### src/rtl/adc_capture_ctrl_if.sv
// AXI4-Stream beat bundle for the ADC input and the capture FIFO output.
// master drives data/valid/last, slave returns ready.
interface adc_capture_ctrl_if #(
    parameter int DATA_W = 256
);
    logic [DATA_W-1:0] tdata;
    logic              tvalid;
    logic              tready;
    logic              tlast;

    modport master (
        output tdata,
        output tvalid,
        output tlast,
        input  tready
    );

    modport slave (
        input  tdata,
        input  tvalid,
        input  tlast,
        output tready
    );
endinterface

### src/rtl/adc_capture_ctrl.sv
// Triggered, delayed, edge-masked ADC beat capture with serial gpio config.
// Define ADC_CAPTURE_DECIM_EN to add the beat decimation register.
module adc_capture_ctrl #(
    parameter int DATA_W        = 256,
    parameter int CNT_W         = 32,
    parameter int SDATA_BIT     = 0,
    parameter int MASK_CLK_BIT  = 1,
    parameter int COUNT_CLK_BIT = 2,
    parameter int DELAY_CLK_BIT = 3,
    parameter int DECIM_CLK_BIT = 4
) (
    input  logic                      clk,
    input  logic                      rst,
    adc_capture_ctrl_if.slave         s_axis,
    adc_capture_ctrl_if.master        m_axis,
    input  logic [15:0]               gpio_ctrl,
    input  logic                      select_in,
    input  logic                      trigger_in,
    output logic                      busy,
    output logic                      overflow
);

`ifdef ADC_CAPTURE_DECIM_EN
    localparam int NCK = 4;
`else
    localparam int NCK = 3;
`endif

    typedef enum logic [1:0] {
        S_IDLE,
        S_DELAY,
        S_CAPTURE,
        S_DONE
    } state_e;

    // bit 0 is serial data, bits 1..NCK are the per-register shift clocks
    logic [NCK:0] cfg_raw;
    logic [NCK:0] sync1_q;
    logic [NCK:0] sync2_q;
    logic [NCK:1] prev_q;
    logic [NCK:1] shift_en;
    logic         sdata;

    assign cfg_raw[0] = gpio_ctrl[SDATA_BIT];
    assign cfg_raw[1] = gpio_ctrl[MASK_CLK_BIT];
    assign cfg_raw[2] = gpio_ctrl[COUNT_CLK_BIT];
    assign cfg_raw[3] = gpio_ctrl[DELAY_CLK_BIT];
`ifdef ADC_CAPTURE_DECIM_EN
    assign cfg_raw[4] = gpio_ctrl[DECIM_CLK_BIT];
`endif

    assign shift_en = sync2_q[NCK:1] & ~prev_q & {NCK{select_in}};
    assign sdata    = sync2_q[0];

    always_ff @(posedge clk or negedge rst) begin
        if (!rst) begin
            sync1_q <= '0;
            sync2_q <= '0;
            prev_q  <= '0;
        end else begin
            sync1_q <= cfg_raw;
            sync2_q <= sync1_q;
            prev_q  <= sync2_q[NCK:1];
        end
    end

    logic [DATA_W-1:0] mask_reg_q,  mask_reg_d;
    logic [CNT_W-1:0]  count_reg_q, count_reg_d;
    logic [CNT_W-1:0]  delay_reg_q, delay_reg_d;
`ifdef ADC_CAPTURE_DECIM_EN
    logic [CNT_W-1:0]  decim_reg_q, decim_reg_d;
`endif

    always_comb begin
        mask_reg_d  = mask_reg_q;
        count_reg_d = count_reg_q;
        delay_reg_d = delay_reg_q;
        if (shift_en[1])
            mask_reg_d = {mask_reg_q[DATA_W-2:0], sdata};
        if (shift_en[2])
            count_reg_d = {count_reg_q[CNT_W-2:0], sdata};
        if (shift_en[3])
            delay_reg_d = {delay_reg_q[CNT_W-2:0], sdata};
    end

`ifdef ADC_CAPTURE_DECIM_EN
    always_comb begin
        decim_reg_d = decim_reg_q;
        if (shift_en[4])
            decim_reg_d = {decim_reg_q[CNT_W-2:0], sdata};
    end
`endif

    always_ff @(posedge clk or negedge rst) begin
        if (!rst) begin
            mask_reg_q  <= '0;
            count_reg_q <= '0;
            delay_reg_q <= '0;
`ifdef ADC_CAPTURE_DECIM_EN
            decim_reg_q <= '0;
`endif
        end else begin
            mask_reg_q  <= mask_reg_d;
            count_reg_q <= count_reg_d;
            delay_reg_q <= delay_reg_d;
`ifdef ADC_CAPTURE_DECIM_EN
            decim_reg_q <= decim_reg_d;
`endif
        end
    end

    state_e            state_q;
    logic              armed_q;
    logic [DATA_W-1:0] mask_q;
    logic [CNT_W-1:0]  cnt_q;
    logic [CNT_W-1:0]  dly_q;
    logic              first_q;
    logic [DATA_W-1:0] m_tdata_q;
    logic              m_tvalid_q;
    logic              m_tlast_q;
    logic              busy_q;
    logic              ovf_q;
    logic              take;
    logic [DATA_W-1:0] beat_data;
`ifdef ADC_CAPTURE_DECIM_EN
    logic [CNT_W-1:0]  dec_q;
    logic [CNT_W-1:0]  dlat_q;

    assign take = (state_q == S_CAPTURE) && s_axis.tvalid && (dec_q == '0);
`else
    assign take = (state_q == S_CAPTURE) && s_axis.tvalid;
`endif

    // a single-beat capture is both first and last and takes the first-beat mask
    always_comb begin
        beat_data = s_axis.tdata;
        if (first_q)
            beat_data = s_axis.tdata & mask_q;
        else if (cnt_q == '0)
            beat_data = s_axis.tdata & ~mask_q;
    end

    always_ff @(posedge clk or negedge rst) begin
        if (!rst) begin
            state_q    <= S_IDLE;
            armed_q    <= 1'b0;
            mask_q     <= '0;
            cnt_q      <= '0;
            dly_q      <= '0;
            first_q    <= 1'b0;
            m_tdata_q  <= '0;
            m_tvalid_q <= 1'b0;
            m_tlast_q  <= 1'b0;
            busy_q     <= 1'b0;
            ovf_q      <= 1'b0;
`ifdef ADC_CAPTURE_DECIM_EN
            dec_q      <= '0;
            dlat_q     <= '0;
`endif
        end else begin
            armed_q    <= 1'b1;
            m_tvalid_q <= 1'b0;
            m_tlast_q  <= 1'b0;
            // an unaccepted output beat is lost; the next beat overwrites it
            if (m_tvalid_q && !m_axis.tready)
                ovf_q <= 1'b1;
            unique case (state_q)
                S_IDLE: begin
                    busy_q <= 1'b0;
                    if (trigger_in && armed_q) begin
                        mask_q  <= mask_reg_q;
                        cnt_q   <= count_reg_q;
                        dly_q   <= delay_reg_q;
                        first_q <= 1'b1;
                        busy_q  <= 1'b1;
                        ovf_q   <= 1'b0;
`ifdef ADC_CAPTURE_DECIM_EN
                        dec_q   <= '0;
                        dlat_q  <= decim_reg_q;
`endif
                        state_q <= (delay_reg_q != '0) ? S_DELAY : S_CAPTURE;
                    end
                end
                S_DELAY: begin
                    dly_q <= dly_q - CNT_W'(1);
                    if (dly_q == CNT_W'(1))
                        state_q <= S_CAPTURE;
                end
                S_CAPTURE: begin
`ifdef ADC_CAPTURE_DECIM_EN
                    if (s_axis.tvalid)
                        dec_q <= (dec_q == '0) ? dlat_q : dec_q - CNT_W'(1);
`endif
                    if (take) begin
                        m_tdata_q  <= beat_data;
                        m_tvalid_q <= 1'b1;
                        m_tlast_q  <= (cnt_q == '0);
                        first_q    <= 1'b0;
                        if (cnt_q == '0)
                            state_q <= S_DONE;
                        else
                            cnt_q <= cnt_q - CNT_W'(1);
                    end
                end
                S_DONE: begin
                    state_q <= S_IDLE;
                end
                default: begin
                    state_q <= S_IDLE;
                end
            endcase
        end
    end

    assign s_axis.tready = 1'b1;
    assign m_axis.tdata  = m_tdata_q;
    assign m_axis.tvalid = m_tvalid_q;
    assign m_axis.tlast  = m_tlast_q;
    assign busy          = busy_q;
    assign overflow      = ovf_q;

    logic unused_ok;
`ifdef ADC_CAPTURE_DECIM_EN
    assign unused_ok = ^{s_axis.tlast, gpio_ctrl};
`else
    assign unused_ok = ^{s_axis.tlast, gpio_ctrl, gpio_ctrl[DECIM_CLK_BIT]};
`endif

endmodule

### src/flat_wrapper.sv
// flat-port wrapper written by rule: the top's interface ports become plain ports
module adc_capture_ctrl_flat 
#(
    parameter int DATA_W        = 256,
    parameter int CNT_W         = 32,
    parameter int SDATA_BIT     = 0,
    parameter int MASK_CLK_BIT  = 1,
    parameter int COUNT_CLK_BIT = 2,
    parameter int DELAY_CLK_BIT = 3,
    parameter int DECIM_CLK_BIT = 4
)
  (clk, rst, gpio_ctrl, select_in, trigger_in, busy, overflow, s_axis_tdata, s_axis_tvalid, s_axis_tlast, s_axis_tready, m_axis_tdata, m_axis_tvalid, m_axis_tlast, m_axis_tready);
  adc_capture_ctrl_if #(.DATA_W(DATA_W)) s_axis_i ();
  adc_capture_ctrl_if #(.DATA_W(DATA_W)) m_axis_i ();
  input  logic clk;
  input  logic rst;
  input  logic [15:0] gpio_ctrl;
  input  logic select_in;
  input  logic trigger_in;
  output logic busy;
  output logic overflow;
  input wire logic [$bits(s_axis_i.tdata)-1:0] s_axis_tdata;
  input wire logic [$bits(s_axis_i.tvalid)-1:0] s_axis_tvalid;
  input wire logic [$bits(s_axis_i.tlast)-1:0] s_axis_tlast;
  output wire logic [$bits(s_axis_i.tready)-1:0] s_axis_tready;
  output wire logic [$bits(m_axis_i.tdata)-1:0] m_axis_tdata;
  output wire logic [$bits(m_axis_i.tvalid)-1:0] m_axis_tvalid;
  output wire logic [$bits(m_axis_i.tlast)-1:0] m_axis_tlast;
  input wire logic [$bits(m_axis_i.tready)-1:0] m_axis_tready;
  assign s_axis_i.tdata = s_axis_tdata;
  assign s_axis_i.tvalid = s_axis_tvalid;
  assign s_axis_i.tlast = s_axis_tlast;
  assign s_axis_tready = s_axis_i.tready;
  assign m_axis_tdata = m_axis_i.tdata;
  assign m_axis_tvalid = m_axis_i.tvalid;
  assign m_axis_tlast = m_axis_i.tlast;
  assign m_axis_i.tready = m_axis_tready;
  adc_capture_ctrl #(.DATA_W(DATA_W), .CNT_W(CNT_W), .SDATA_BIT(SDATA_BIT), .MASK_CLK_BIT(MASK_CLK_BIT), .COUNT_CLK_BIT(COUNT_CLK_BIT), .DELAY_CLK_BIT(DELAY_CLK_BIT), .DECIM_CLK_BIT(DECIM_CLK_BIT)) u_core (.clk(clk), .rst(rst), .s_axis(s_axis_i), .m_axis(m_axis_i), .gpio_ctrl(gpio_ctrl), .select_in(select_in), .trigger_in(trigger_in), .busy(busy), .overflow(overflow));
endmodule
### config.mk
export PLATFORM = sky130hd
export DESIGN_NAME = adc_capture_ctrl_flat
export DESIGN_NICKNAME = d
export VERILOG_FILES = /design/src/rtl/adc_capture_ctrl_if.sv /design/src/rtl/adc_capture_ctrl.sv /design/src/flat_wrapper.sv
export SDC_FILE = /design/constraint.sdc
export NUM_CORES = 2
export LEC_CHECK = 0
export ABC_CLOCK_PERIOD_IN_PS = 2850
export BUFFER_PORTS_ARGS = -buffer_cell sky130_fd_sc_hd__buf_2
export CORE_UTILIZATION = 35
export CTS_CLUSTER_SIZE = 14
export DETAILED_ROUTE_END_ITERATION = 8
export SYNTH_ARGS = -nofsm -noshare
export SYNTH_HDL_FRONTEND = slang
export SYNTH_SLANG_ARGS = --single-unit
### constraint.sdc
create_clock -name clk -period 2.85 [get_ports clk]
set_input_delay 0.285 -clock clk [delete_from_list [all_inputs] [get_ports clk]]
set_output_delay 0.285 -clock clk [all_outputs]
set_load 0.01 [all_outputs]
# Yosys cells after proc, flatten, opt, wreduce, memory -nomap -nowiden
# Index checks and enable logic that the tools add are counted.
# totals
reg_bits	915
in_bits	279
out_inout_bits	261
wordCells	74
# op_classes
addsub	2
eq_ne	9
mux	25
bitwise_logic	6
reduce_logical	15
# op_table
cell	count
256-bit bitwise AND	2
256-bit 2-to-1 mux	2
256-bit NOT	1
32-bit 2-to-1 mux	4
32-bit case mux with 2 select lines	2
32-bit by 1-bit subtractor with 32-bit output (second input constant)	2
32-bit by 1-bit == test with 1-bit output (second input constant)	1
32-bit logical NOT	1
32-bit nonzero test	1
1-bit 2-to-1 mux	10
2-bit 2-to-1 mux	5
2-bit case mux with 4 select lines	1
4-bit AND reduction	2
3-bit bitwise AND	2
2-bit by 1-bit inequality test with 1-bit output (second input constant)	3
2-bit AND reduction	3
2-bit == test (second input constant)	2
2-bit inequality test (second input constant)	2
2-bit nonzero test	2
1-bit logical AND	3
3-bit NOT	1
3-bit AND reduction	1
2-bit by 1-bit == test with 1-bit output (second input constant)	1
2-bit logical NOT	1
other kinds (2)	2

# Logic depth before layout (Yosys ltp)
# logic_depth
word_depth	5
mapped_depth	10
depth_no_buf	8

# Least setup slack after synthesis
# Ideal clock, no wire load.
# synth_path
path_kind	register -> register
from	register u_core.cnt_q[25]
to	register u_core.m_tdata_q[100] (netlist: u_core.m_axis.tdata[100])
setup_ns	0.122
t_arrival_ns	2.544
required_ns	2.728
path_slack_ns	0.185
stages_incl_launch_ff	9
n_path_buf	2
path_cell_list	dfrtp_1 or3_4 or4_1 or4_1 nor3_4 buf_4 buf_4 nand2_1 a32o_1
# synth_between
elab_chain_len	3
# synth_lines
item	line	source
start, declared	adc_capture_ctrl.sv:115	logic [CNT_W-1:0] cnt_q;
start signal, assigned	adc_capture_ctrl.sv:172	cnt_q <= count_reg_q;
start signal, assigned	adc_capture_ctrl.sv:202	cnt_q <= cnt_q - CNT_W'(1);
32-bit logical NOT	adc_capture_ctrl.sv:139	else if (cnt_q == '0)
256-bit 2-to-1 mux	adc_capture_ctrl.sv:139	
256-bit 2-to-1 mux	adc_capture_ctrl.sv:137	if (first_q)
end signal, assigned	adc_capture_ctrl.sv:195	m_tdata_q <= beat_data;
end, declared	adc_capture_ctrl.sv:118	logic [DATA_W-1:0] m_tdata_q;
# No other way between the ends.
# A chain may end at the register's enable or synchronous reset.

# Worst setup path in the final report
# layout_path
from	register u_core.cnt_q[25]
to	register u_core.m_tdata_q[96] (netlist: u_core.m_axis.tdata[96])
# The elaborated chain is that of the path after synthesis.

==> summary.md <==
| Metric | Value |
|---|---|
| Status | complete, no violations |
| Placed cell area | 43100 um^2 |
| Worst r2r src | u_core.cnt_q[25] |
| Synth Cell Area | 38300 um^2 |
| Crit-path max cell delay | 0.44 ns |
| R2r worst-path depth | 10 |
| Starting Density | a little over a third |
| Hold Slack | roughly 0.090 ns |
| Max Cap Viol | 0 |
| Final Hold Fails | 0 |
| DP Worst Slack | -0.209 ns |
| Post-DP HPWL | about 65 mm |
| Most frequent cell after synthesis | dfrtp_1 |
| Wire per inst | approximately 18 um |
| Critical path launch point | u_core.cnt_q[25] |
| Synth Register Bits | around 920 |
| Max-slew violation count | 0 |
| Syn Area/Cell | about 11 um^2 |
| EDFF count, synth | 0 |
| Ys Warns | 0 |
| Die area | 111000 um^2 |
| Longest Clk Path Bufs | 3 |
| Top post-synthesis cells by area | dfrtp_1 (60%), mux2_2 (9.4%), a32o_1 (6.7%) |
| Clock slew at reported path FFs | ~0.060 ns |
| Placer congestion estimate | just over 0.8 |
| Die Span Y | 333 um |
| R2R Path End | u_core.m_axis.tdata[96] |
| Worst slew margin | around 18% |
| Post-synth top area share | between 50% and 60% |
| Final Skew | between 0.02 and 0.03 ns |
| Final nets | ~4600 |
| Gr ovfl total | 0 |
| Asr flop ratio synth | 100% |
| Tmin final | ~2.8 ns |
| CP Cell Sequence | or3_4 > or4_4 > or4_4 > nor3_4 > buf_6 > buf_12 > buf_6 > buf_16 > nand2_1 > a32o_1 |
| CP endpoint | u_core.m_axis.tdata[96] |
| Largest delay share family, worst path | simple AND/OR/NAND/NOR gates |
| Ys flop type | dfrtp_1 |
| Post-synth cell types | 66 |
| Largest net degree at the start of global routing | 219 |
| Syn Inst Count | between 3000 and 4000 |
| Detailed Route WL | 105 mm |
| Maximum fanout along the worst path | 9 |
| CP Buf/Inv Count | 4 |
| Vias in the first global route | just over 30000 |
| Reg2reg setup slack | approximately 0.0077 ns |
| Worst Setup End Kind | flip-flop |
| Post-layout util | between 40% and 50% |
| Number of fill cells | around 10000 |
| CP Class | flip-flop to flip-flop |
| Drt via density | around 5.2 |
| Via count | 29900 |
| Critical path data arrival time | ~3.4 ns |
| Initial DRC count | 1847 |
| Cell area after layout | roughly 50000 um^2 |
| GRT Overall Usage | 18.6% |
| Fin cells | between 5000 and 6000 |
| Final setup fails | 0 |
| Num ports | 540 |
| First-pass GRT wire length | ~170 mm |
| Startpoint Class | flip-flop |
| Final ANT Viol Nets | 0 |
| Placed instance count | approximately 5300 |
| Share of post-route cells with drive strength above 1 | around 27% |
| RSZ-0062 raised after global routing | yes |
| Root buffer cell | clkbuf_16 |
| Period Utilization, post-route | between 90% and 100% |
| CTS Buf Count | 100 |
| Worst-Skew Late Latency | roughly 0.7 ns |
| CTS tree | done |
| CTS H-tree depth | 3 |
| Sequential share of the synthesized area | 59.7% |
| Levels on crit path | 10 |
| Die X | between 300 and 400 um |
| HP Class | primary input to flip-flop |
| Most frequent cells after synthesis | dfrtp_1 (915), nand2_1 (567), a21oi_1 (326) |
| Area leader, netlist | dfrtp_1 |
| Input/output buffers | approximately 530 |
| DRC | 0 |
| Worst path slowest cell | or4_4 |
| Router iterations before antenna repair | 7 |
| Area added between synthesis and finish | 29.5% |
| Initial antenna violation count | 5 |
| Req. time, crit path | about 3.4 ns |
| Core region area | around 110000 um^2 |
| PwrDens | between 600 and 700 nW/um^2 |
| Maximum vdd drop | just over 0.0004 V |
| Site Rows | between 100 and 150 |
| Leak | ~23 nW |
| Clock sinks | 915 |
| Setup ws final | roughly 0.0077 ns |
| Slew at the pin with the worst max-slew slack | 1.23 ns |
| Max Freq | approximately 350 MHz |
## final cells by class
class	instances	area, um^2	share of cell area [%]
Clock inverter	43	475	0.958
Inverter	272	1020	2.06
Antenna cell	3	7.51	0.0151
Sequential cell	915	22900	46.1
Timing Repair Buffer	932	7050	14.2
Multi-Input combinational cell	2061	13500	27.2
Tap cell	1414	1770	3.56
Clock buffer	141	2930	5.90
## stage by stage
step                TNS [ns]  power [mW]
finish                     0        30.0
global route           -9.70        31.2
CTS                    -5.64        30.4
detailed placement    -34.33        16.6
global placement      -34.89        16.6
floorplan                  0        15.3
## worst min-delay path by stage
stage / from / endpoint / depth (start not counted)
floorplan: rst / u_core.armed_q / 0
global placement: rst / u_core.m_axis.tdata[223] / 1
detailed placement: rst / u_core.m_axis.tdata[223] / 1
CTS: trigger_in / u_core.mask_q[254] / 4
global route: trigger_in / u_core.mask_q[254] / 4
finish: trigger_in / u_core.mask_q[254] / 4
## registers in the layout, summed over array words and instances, names as in the netlist, 3 cells and up
signal and flops:
u_core.cnt_q 32, u_core.prev_q 3, u_core.sync1_q 4, u_core.delay_reg_q 32
u_core.count_reg_q 32, u_core.m_axis.tdata 256, u_core.dly_q 32, u_core.mask_q 256
u_core.sync2_q 4, u_core.mask_reg_q 256
## tightest hold or removal path: stages
cell and delay [ns]:
buf_2 0.11, nand3_1 0.20, nand2_1 0.08, nand2_1 0.06
## layer usage
metal | global-route usage, % | wire length, um
met2 | 30.5 | 50500
met5 | 0 | 0
met3 | 2.99 | 4970
met1 | 23.9 | 44900
met4 | 8.78 | 4320
## cell families after synthesis
kind of cell / synth area share, %
AOI/OAI and AO/OA: 16.7
adders and majority gates: 0.228
buffers and inverters: 5.40
DFF: 59.7
muxes: 9.50
other: 0.00978
and+or+nand+nor: 8.48
## layout by cell type (no fill, tap or decap), types with 5 or more instances in the layout
cell	synthesis	layout
a21o_1	5	5
nand3_1	22	22
nand2_4	0	9
inv_6	0	5
dlygate4sd3_1	0	262
a2bb2oi_1	8	8
dfrtp_1	915	914
nor4_1	14	14
clkbuf_1	213	15
nand2_1	567	556
o22ai_1	22	22
buf_4	24	91
a32o_1	255	255
mux2_2	320	320
clkinvlp_4	0	5
clkbuf_16	0	103
nor2_1	49	49
o22a_1	5	5
and2_1	6	6
nor3_1	19	18
nand4_1	18	18
inv_1	271	271
buf_2	1	524
bufinv_16	0	8
clkbuf_8	0	25
a31oi_1	11	11
a21oi_1	326	325
nand2b_1	5	5
o211ai_1	8	8
or3_1	11	11
clkinv_2	0	21
or4_1	8	6
ha_1	7	5
buf_16	0	8
buf_12	0	38
and3_1	10	9
o21ai_0	295	295
## power breakdown
part	leakage, nW	internal [mW]	switching, mW
clock	1.68	7.89	5.46
sequential	10.8	13.5	0.455
combinational	11.0	1.30	1.33
## timing repair
action                                  in CTS  in global routing
hold endpoints to repair                   289                  0
cloned                                       5                  2
gates resized for setup                     21                 20
endpoints found under the setup margin     246                239
hold buffers                               262                  0
pin swaps                                    7                 17
buffers inserted                             9                  6
No activity file was read; power rests on OpenSTA's default activity.
